$ cat src/rtl/clz_share_arbiter.sv
`default_nettype none
// ============================================================================
// Module   : clz_share_arbiter (+ count_leading_zeros_32)
// Brief    : Round-robin arbiter sharing one 32-bit leading-zero counter
//            among N_REQ requesters, with a one-entry response register.
// Revision : 1.0 - initial release
// ============================================================================

module count_leading_zeros_32 (
    input  logic [31:0] i_word,
    output logic [4:0]  o_count,
    output logic        o_all_zeros
);

    // Scanning upward lets the most significant set bit win the final write.
    always_comb begin
        o_count     = 5'd0;
        o_all_zeros = (i_word == 32'd0);
        for (int b = 0; b < 32; b++) begin
            if (i_word[b]) begin
                o_count = 5'(31 - b);
            end
        end
    end

endmodule

module clz_share_arbiter #(
    parameter int N_REQ = 4,
    parameter int ID_W  = 2
) (
    input  logic                  i_CLK,
    input  logic                  i_RST_N,
    input  logic [N_REQ-1:0]      i_REQ_VALID,
    input  logic [32*N_REQ-1:0]   i_REQ_WORD,
    output logic [N_REQ-1:0]      o_REQ_READY,
    output logic                  o_RSP_VALID,
    input  logic                  i_RSP_READY,
    output logic [ID_W-1:0]       o_RSP_ID,
    output logic [4:0]            o_RSP_ZERO_COUNT,
    output logic                  o_RSP_ALL_ZEROS
);

    localparam logic [0:0] c_EMPTY = 1'b0;
    localparam logic [0:0] c_FULL  = 1'b1;

    logic [0:0]      r_state;
    logic [ID_W-1:0] r_ptr;
    logic [ID_W-1:0] r_rsp_id;
    logic [4:0]      r_rsp_count;
    logic            r_rsp_all_zeros;

    logic            w_can_accept;
    logic            w_grant_valid;
    logic            w_accept;
    logic [ID_W-1:0] w_grant_id;
    logic [ID_W-1:0] w_ptr_next;
    logic [31:0]     w_grant_word;
    logic [4:0]      w_clz_count;
    logic            w_clz_all_zeros;

    function automatic logic [ID_W-1:0] f_wrap(input logic [ID_W-1:0] base, input int off);
        int sum;
        sum = int'(base) + off;
        if (sum >= N_REQ) begin
            sum = sum - N_REQ;
        end
        return ID_W'(sum);
    endfunction

    // Walk offsets from farthest to nearest so the requester closest to the
    // pointer is the last (winning) assignment.
    always_comb begin
        w_grant_valid = 1'b0;
        w_grant_id    = '0;
        for (int off = N_REQ - 1; off >= 0; off--) begin
            if (i_REQ_VALID[f_wrap(r_ptr, off)]) begin
                w_grant_valid = 1'b1;
                w_grant_id    = f_wrap(r_ptr, off);
            end
        end
    end

    assign w_can_accept = (r_state == c_EMPTY) || i_RSP_READY;
    // Gating with reset keeps ready low while the register is held in reset.
    assign w_accept     = i_RST_N && w_can_accept && w_grant_valid;
    assign w_grant_word = i_REQ_WORD[{w_grant_id, 5'd0} +: 32];
    assign w_ptr_next   = (w_grant_id == ID_W'(N_REQ - 1)) ? '0 : w_grant_id + ID_W'(1);

    for (genvar k = 0; k < N_REQ; k++) begin : g_ready
        assign o_REQ_READY[k] = w_accept && (w_grant_id == ID_W'(k));
    end

    count_leading_zeros_32 u_clz (
        .i_word      (w_grant_word),
        .o_count     (w_clz_count),
        .o_all_zeros (w_clz_all_zeros)
    );

    always_ff @(posedge i_CLK or negedge i_RST_N) begin
        if (!i_RST_N) begin
            r_state         <= c_EMPTY;
            r_ptr           <= '0;
            r_rsp_id        <= '0;
            r_rsp_count     <= 5'd0;
            r_rsp_all_zeros <= 1'b0;
        end else begin
            if (w_accept) begin
                r_state         <= c_FULL;
                r_ptr           <= w_ptr_next;
                r_rsp_id        <= w_grant_id;
                r_rsp_count     <= w_clz_count;
                r_rsp_all_zeros <= w_clz_all_zeros;
            end else if ((r_state == c_FULL) && i_RSP_READY) begin
                r_state <= c_EMPTY;
            end
        end
    end

    assign o_RSP_VALID      = (r_state == c_FULL);
    assign o_RSP_ID         = r_rsp_id;
    assign o_RSP_ZERO_COUNT = r_rsp_count;
    assign o_RSP_ALL_ZEROS  = r_rsp_all_zeros;

endmodule

`default_nettype wire

$ cat config.mk
export PLATFORM = sky130hd
export DESIGN_NAME = clz_share_arbiter
export DESIGN_NICKNAME = d
export VERILOG_FILES = /design/src/rtl/clz_share_arbiter.sv
export SDC_FILE = /design/constraint.sdc
export NUM_CORES = 1
export LEC_CHECK = 0
export ABC_CLOCK_PERIOD_IN_PS = 2900
export CORE_ASPECT_RATIO = 1.4
export CORE_UTILIZATION = 31
export CTS_CLUSTER_DIAMETER = 30
export DETAILED_ROUTE_END_ITERATION = 10
export PLACE_DENSITY_LB_ADDON = 0.3
export SYNTH_ARGS = -nofsm -noshare
export SYNTH_HDL_FRONTEND = slang
export SYNTH_HIERARCHICAL = 1
export SYNTH_SLANG_ARGS = --single-unit
export TNS_END_PERCENT = 30
$ cat constraint.sdc
create_clock -name i_CLK -period 2.9 [get_ports i_CLK]
set_input_delay 0.725 -clock i_CLK [delete_from_list [all_inputs] [get_ports i_CLK]]
set_output_delay 0.725 -clock i_CLK [all_outputs]
set_load 0.01 [all_outputs]
* Word-level counts from Yosys, hierarchy flattened *
Cells that the tools add are included.

storage, ports and cells
  output and inout port bits = 13
  flip-flop bits (word level) = 11
  bits of input ports = 135

operators by class
  reductions and logical operators = 11
  shift-type cells = 1
  bitwise operators = 1
  equality and inequality tests = 3
  $lt $le $gt $ge = 8
  multiplexer cells = 55
  $add $sub $neg = 8

operator list
  operator                                                           count
  2-to-1 mux 5 bit                                                   32
  variable part select 128 x 8 -> 32 bit                             1
  zero test 32 bit                                                   1
  2-to-1 mux 2 bit                                                   9
  < comparator 2 x 3 -> 1 bit, second input constant                 4
  2-to-1 mux 1 bit                                                   10
  greater-or-equal comparator 3 bit, second input constant           3
  binary-select mux 1 bit (select 2 bit)                             4
  subtractor 2 x 1 -> 2 bit, second input constant                   4
  logical AND 1 bit                                                  7
  adder 2 x 2 -> 3 bit, second input constant                        2
  equality test 2 bit, second input constant                         2
  adder 2 x 1 -> 3 bit, second input constant                        1
  greater-or-equal comparator 2 x 3 -> 1 bit, second input constant  1
  adder 2 x 1 -> 2 bit, second input constant                        1
  equality test 2 x 1 -> 1 bit, second input constant                1
  zero test 2 bit                                                    1
  nonzero test 2 bit                                                 1
  logical OR 1 bit                                                   1
  NOT 1 bit                                                          1

* Logic depth before layout (Yosys ltp) *
Gate-level depths: netlist of run 1.

  word-level depth = 42
  depth in mapped cells = 14

* Hierarchy *
The synthesis of run 1 kept the hierarchy.

modules (own cells, without submodules)
  module                  cells each  times used  area an instance (um^2)  sequential area each (um^2)
  clz_share_arbiter       157         1           1579.0                   275.3
  count_leading_zeros_32  69          1           380.4                    0.0

* Worst setup path after synthesis of run 1 *
Ideal clock, no wire load.

  path kind = input to register
  start point = in i_REQ_VALID[0]
  end point = reg r_rsp_count[2] (netlist: o_RSP_ZERO_COUNT[2])
  stages on the path = 14
  library setup time = 0.125 ns
  required time = 2.775 ns
  data arrival time = 2.988 ns
  setup slack = -0.213 ns
  cells stage by stage = a21o_1 > a21oi_1 > o22a_1 > buf_6 > buf_8 > buf_8 > mux2i_1 > mux2i_1 > or4_1 > a21oi_1 > nor2_1 > o21bai_1 > a21oi_1 > mux2_2

on the way
  elaborated cells between the ends (all ways) = 50
  those cells by class = shift (1); mux (48); reduce/logical (1)

RTL lines
  item                                        line  text
  from (decl)                                 34    input logic [N_REQ-1:0] i_REQ_VALID,
  binary-select mux 1 bit (select 2 bit)      77    if (i_REQ_VALID[f_wrap(r_ptr, off)]) begin
  2-to-1 mux 1 bit (not written as such)      77
  2-to-1 mux 2 bit (3 in series)              77
  2-to-1 mux 2 bit (*)                        77
  variable part select 128 x 8 -> 32 bit (*)  87    assign w_grant_word = i_REQ_WORD[{w_grant_id, 5'd0} +: 32];
  named net w_grant_word[8]                   58    logic [31:0] w_grant_word;
  2-to-1 mux 5 bit (*) (24 in series)         20    if (i_word[b]) begin
  named net w_clz_count[2]                    59    logic [4:0] w_clz_count;
  to (signal assigned)                        112   r_rsp_count <= w_clz_count;
  to (decl)                                   50    logic [4:0] r_rsp_count;

Mark *: on every way through the listed nets, which the timed path passes. The rest lies on a longest branch. The select of a mux whose other input is x is not followed.
A chain may end at the register's enable or synchronous reset.

* Worst setup path after layout of run 1 *
  start point = in i_REQ_VALID[0]
  end point = reg r_rsp_count[2] (netlist: o_RSP_ZERO_COUNT[2])

on the way
  elaborated cells between the ends (all ways) = 50
  those cells by class = shift (1); mux (48); reduce/logical (1)

RTL lines
  item                                        line
  binary-select mux 1 bit (select 2 bit)      77
  2-to-1 mux 1 bit (not written as such)      77
  2-to-1 mux 2 bit (3 in series)              77
  2-to-1 mux 2 bit (*)                        77
  variable part select 128 x 8 -> 32 bit (*)  87
  named net w_grant_word[3]                   58
  2-to-1 mux 5 bit (*) (29 in series)         20
  named net w_clz_count[2]                    59

Marked as above.

==> impl_metrics.tcl, run 1 <==
set metrics [dict create \
    worst_pin_slew_ns 0.489 \
    cts_tree "built" \
    yosysSeqAreaShare_pct 14.0 \
    skew_ns 0.00130 \
    clkTransAtPathRegs_ns 0.05 \
    netlist_instances 226 \
    rsz0062_at_grt "yes" \
    grt_max_degree 17 \
    async_flop_share_pct 100 \
    drv_cap 0 \
    clockBufferDepth 2 \
    core-area_um2 5990 \
    yosys.area.top_type_share_pct 49.0 \
    dp_cells 491 \
    final_antenna_net_count 0 \
    hpwl_um 6130 \
    final-hold-violation-count 0 \
    slew_viol_final 0 \
    gp_congestion 0.825 \
    drt-initial-drc-count 107 \
    worstSetupStartpointType "input pin" \
    synth_common_cells "mux2i_1, nor2_1, a21oi_1, inv_1, dfrtp_1" \
    grt.total_usage_pct 25.6 \
    hold_buffers 0 \
    synth.ff_latch_count 11 \
    syn_nets 361 \
    crit_required_ns 3.02 \
    cts_root_buf "clkbuf_8" \
    drc 0 \
    status "finished with violations" \
    synth_edf_count 0 \
    grt_pass1_wl_um 13400 \
    vias 2711 \
    path_cells "buf_8 -> a21o_1 -> a21oi_2 -> o22a_4 -> buf_12 -> buf_12 -> buf_16 -> buf_6 -> mux2i_4 -> mux2i_4 -> or4_4 -> a21oi_2 -> nor2_1 -> o21bai_1 -> a21oi_1 -> mux2_4" \
    powerDensity_nw_per_um2 599 \
    final_layout_size_suffix_gt1_share_pct 32.8 \
    fp.dieW_um 69.2 \
    synth_cell_type_count 37 \
    relSlewSlack_pct 67.0 \
    synth.area.top_cells "mux2i_1, dfrtp_1, mux2_2, nor2_1, a21oi_1" \
    p_leak_nw 2.10 \
    rows 33 \
    r2r_slack_ns -0.17 \
    clock_sinks 11 \
    fin_crit_sh_pct 111 \
    cp_slowest_cell "or4_4" \
    vias_per_cell 5.14 \
    wl_um 8890 \
    violations "negative setup slack" \
    fillerInstances 402 \
    io_pins 148 \
    layout_min_cycle_time_ns 3.22 \
    cpPeakStageDelay_ns 0.45 \
    finalCoreUtilization_pct 75.8 \
    ir_drop_mv 0.279 \
    fmax_ghz 0.310 \
    die_area_um2 6650 \
    netlist_area_um2 1960 \
    synth_ff_type "dfrtp_1" \
    insertion_delay_ns 0.24 \
    die_y_um 96.1 \
    worstHoldPathType "register to register" \
    first_global_vias 2962 \
    cts_buffers 3 \
    num_antenna_cells 0 \
    syn_area_per_cell_um2 8.67 \
    antenna_found_initial 0 \
    wire_per_inst_um 16.9 \
    dr.pass1.iters 4 \
    path_max_fanout 5 \
    initial_core_util_pct 32.7 \
    portBuffers 147 \
    yosys_warnings 6 \
    setup_violations 6 \
    critPathArrivalTime_ns 3.35 \
    timing.final.ws_setup_ns -0.325 \
    synth_most_common_cell "mux2i_1" \
    ctsHtreeMaxLevel 1 \
    critPathCaptureType "register" \
    gr-total-overflow 0 \
    syn2layout_area_growth_pct 132 \
    synth_top_area_cell "mux2i_1" \
    final_nets 593 \
    crit_type "input pin to register" \
    final_cells 527 \
]
## state kept, by name, indices dropped and copies added (netlist names)
name              cells
o_RSP_ZERO_COUNT      5
o_RSP_ID              2
o_RSP_ALL_ZEROS       1
o_RSP_VALID           1
r_ptr                 2
## final cells by class
cell class	count	area (um^2)	share of cell area (%)
timing repair buffer	240	2320	51.2
multi-input combinational	190	1760	38.9
sequential	11	275	6.06
tap	70	87.6	1.93
clock buffer	4	45.0	0.992
inverter	12	45.0	0.992
## report_power, final
group          switching, mW  internal, mW
logic                  0.973          1.37
registers             0.0255         0.193
clock network         0.0610        0.0968
total                   1.06          1.66
## per-stage QoR
step           cell area (um^2)  setup slack [ns]  TNS [ns]  hold slack [ns]  total power, mW
4_1_cts                    4410            -0.200    -0.788            0.508             2.55
3_3_place_gp               3940            -0.703     -5.84            0.488             1.95
5_1_grt                    4540            -0.470     -2.07            0.523             2.88
3_5_place_dp               3940            -0.749     -6.32            0.497             1.98
6_report                   4540            -0.325     -1.44            0.508             2.72
2_1_floorplan              1970            -0.145    -0.199            0.429             1.17
## final timing paths
path,to,cells past startpoint,start
worst min-delay path,o_RSP_ID[1]$_DFFE_PN0P_,1,o_RSP_ID[1]$_DFFE_PN0P_
min in group asynchronous,o_RSP_ID[0]$_DFFE_PN0P_,2,i_RST_N
worst min register to register,o_RSP_ID[1]$_DFFE_PN0P_,1,o_RSP_ID[1]$_DFFE_PN0P_
worst max register to register,o_RSP_ZERO_COUNT[2]$_DFFE_PN0P_,15,r_ptr[0]$_DFFE_PN0P_
max in group asynchronous,o_RSP_ZERO_COUNT[2]$_DFFE_PN0P_,2,i_RST_N
worst max-delay path,o_RSP_ZERO_COUNT[2]$_DFFE_PN0P_,16,i_REQ_VALID[0]
## kinds of logic (layout without fill, tap and decap cells)
kind of cell / count (synthesis) / in the layout / share of synthesized area (%)
AOI/OAI and AO/OA: 35 / 35 / 11.6
xor gates and xnor gates: 1 / 1 / 0.447
buffers and inverters: 25 / 256 / 7.60
DFF: 11 / 11 / 14.0
muxes: 103 / 103 / 53.1
and+or+nand+nor: 51 / 51 / 13.2
## worst max-delay path, delay by kind of cell
kind                   cells  cell delay [ns]
multiplexers               3             0.72
buffers and inverters      5             0.55
AND/OR/NAND/NOR            2             0.52
AO/OA/AOI/OAI              6             0.83
## metal layers
layer / share of wire (%) / track usage (%)
met5: 0 / 0
met1: 33 / 24.4
met2: 57 / 53.0
met4: 4.6 / 12.9
met3: 5.7 / 3.35
## layout by cell type (no fill, tap or decap), types with 3 or more instances in the layout
master,Yosys,final
mux2i_2,0,10
clkbuf_8,0,3
clkdlybuf4s50_1,0,139
buf_4,5,78
buf_6,1,5
buf_8,2,3
o21ai_0,4,4
buf_12,0,7
nor2_1,21,20
a21oi_2,0,5
nand2_1,8,6
dfrtp_1,11,11
mux2i_1,96,81
mux2i_4,0,5
mux2_2,7,4
inv_1,12,11
a21oi_1,13,8
mux2_4,0,3
nor3_1,6,4
## repair_timing
| item | CTS | global route |
|---|---|---|
| resized for setup | 65 | 22 |
| setup buffers | 27 | 3 |
| pin swaps | 18 | 10 |
| gates cloned | 2 | 0 |
| setup endpoints to repair | 10 | 9 |
No activity file was read; power rests on OpenSTA's default activity.
==> run 2, diff against run 1 <==
--- a/config.mk
+++ b/config.mk
@@ -6,10 +6,11 @@
 export NUM_CORES = 1
 export LEC_CHECK = 0
 export ABC_CLOCK_PERIOD_IN_PS = 2900
-export CORE_ASPECT_RATIO = 1.4
+export CORE_ASPECT_RATIO = 1.75
 export CORE_UTILIZATION = 31
 export CTS_CLUSTER_DIAMETER = 30
 export DETAILED_ROUTE_END_ITERATION = 10
+export GPL_ROUTABILITY_DRIVEN = 0
 export PLACE_DENSITY_LB_ADDON = 0.3
 export SYNTH_ARGS = -nofsm -noshare
 export SYNTH_HDL_FRONTEND = slang
==> impl_metrics.tcl, run 2 (same netlist as run 1, synthesis figures left out) <==
set metrics [dict create \
    dp_cells 497 \
    path_max_fanout 5 \
    cts_buffers 3 \
    cts_root_buf "clkbuf_8" \
    final_layout_size_suffix_gt1_share_pct 30.0 \
    num_antenna_cells 0 \
    syn2layout_area_growth_pct 122 \
    final_common_cell "clkdlybuf4s50_1" \
    powerDensity_nw_per_um2 571 \
    hold_path_startpoint "o_RSP_ID[1]$_DFFE_PN0P_" \
    relSlewSlack_pct 67.9 \
    hold_buffers 0 \
    vias 2592 \
    finalCoreUtilization_pct 70.8 \
    worst_pin_slew_ns 0.475 \
    gr-total-overflow 0 \
    critPathArrivalTime_ns 3.14 \
    fin_crit_sh_pct 104 \
    rr_startpoint "r_ptr[0]$_DFFE_PN0P_" \
    crit_buf_inv 5 \
    slew_viol_final 0 \
    fin_setup_tns_ns -0.430 \
    grt_pass1_wl_um 10400 \
    violations "negative setup slack" \
    crit_required_ns 3.02 \
    status "finished with violations" \
    die_y_um 107 \
    clkTransAtPathRegs_ns 0.05 \
    cpPeakStageDelay_ns 0.29 \
    critPathLaunch "i_REQ_VALID[0]" \
    cp_slowest_cell "nor4_2" \
    layout_min_cycle_time_ns 3.02 \
    path_common_cell "buf_4" \
    drt-initial-drc-count 74 \
    final_nets 572 \
    multi_input_area_um2 1810 \
    p_leak_nw 1.96 \
    grt.total_usage_pct 20.4 \
    skew_ns 0.00137 \
    fillerInstances 469 \
    cpLargestDelayFamily "buffers and inverters" \
    wire_per_inst_um 14.7 \
    ir_drop_mv 0.294 \
    first_global_vias 2522 \
    crit_type "input pin to register" \
    timing.final.ws_setup_ns -0.119 \
    final_antenna_net_count 0 \
    finalPower_mw 2.48 \
    cts_tree "built" \
    hpwl_um 5700 \
    path_cells "buf_8 -> a21o_1 -> a21oi_2 -> buf_4 -> o22a_4 -> mux2i_2 -> mux2i_2 -> buf_4 -> buf_4 -> nor4_2 -> buf_4 -> nand2_1 -> nand2_1 -> a21oi_1 -> mux2_2" \
    rows 38 \
    clockBufferDepth 2 \
    worstHoldPathType "register to register" \
    final-hold-violation-count 0 \
    vias_per_cell 5.02 \
    insertion_delay_ns 0.24 \
    fin_hold_ws_ns 0.508 \
    dr.pass1.iters 4 \
    fmax_ghz 0.331 \
    antenna_found_initial 0 \
    largest_register_ffs 5 \
    fp.dieW_um 62.1 \
    initial_core_util_pct 31.9 \
    worstSetupStartpointType "input pin" \
    clock_sinks 11 \
    io_pins 148 \
    critPathCaptureType "register" \
    rsz0062_at_grt "yes" \
    layout_common_cells "clkdlybuf4s50_1, mux2i_1, buf_4" \
    setup_violations 5 \
    core-area_um2 6130 \
    die_area_um2 6650 \
    wl_um 7580 \
    drv_cap 0 \
    final_cells 516 \
    ctsHtreeMaxLevel 1 \
    drc 0 \
    portBuffers 147 \
    grt_max_degree 20 \
    regArea_um2 275 \
]
[run 2: cell types whose count changed in the layout (fill, tap and decap cells not counted), sizes merged]
cell	previous run	this run
buf	96	71
o22a	1	3
clkbuf	5	8
bufbuf	1	0
[run 2: what timing repair did]
item	4_1_cts	5_1_grt
pin swaps	9	11
cloned	2	2
setup endpoints to repair	10	10
gates resized for setup	32	50
setup buffers	7	4
[run 2: worst reg2reg max path: cells and delay by family (launching register included)]
kind | cells | cell delay (ns)
and+or+nand+nor | 2 | 0.33
buffers and inverters | 3 | 0.41
AOI/OAI and AO/OA | 5 | 1.04
DFF | 1 | 0.40
muxes | 3 | 0.58
[run 2: final timing paths]
kind / cells past startpoint / endpoint / slack, ns
worst max register to register: 13 / o_RSP_ZERO_COUNT[0]$_DFFE_PN0P_ / 0.01
worst max-delay path: 15 / o_RSP_ZERO_COUNT[3]$_DFFE_PN0P_ / -0.12
min in group asynchronous: 2 / o_RSP_ALL_ZEROS$_DFFE_PN0P_ / 0.85
worst min register to register: 1 / o_RSP_ID[1]$_DFFE_PN0P_ / 0.51
max in group asynchronous: 2 / o_RSP_VALID$_DFFE_PN0P_ / 1.90
worst min-delay path: 1 / o_RSP_ID[1]$_DFFE_PN0P_ / 0.51
[run 2: metrics by stage]
stage                     instance area (um^2)  worst slack (ns)
after global routing                      4350            -0.319
final                                     4350            -0.119
after floorplan                           1970            -0.145
after global placement                    3900            -0.886
after CTS                                 4080            -0.212
after detailed placement                  3900            -0.958
[run 2: final cells by class]
class	instances	share of cell area, %
timing repair buffer	217	47.6
tap	80	2.30
clock buffer	4	1.04
multi-input combinational	192	41.7
sequential	11	6.33
inverter	12	1.04
[run 2: power by group]
group / switching [mW] / internal [mW]
Clock: 0.0563 / 0.0964
Combinational: 0.912 / 1.19
Sequential: 0.0291 / 0.194
Total: 0.997 / 1.48
[run 2: per-layer routing]
layer	share of wire [%]	GRT usage, %
met5	0	0
met4	2.8	4.76
met3	5.8	2.05
met2	58	43.0
met1	33	18.6
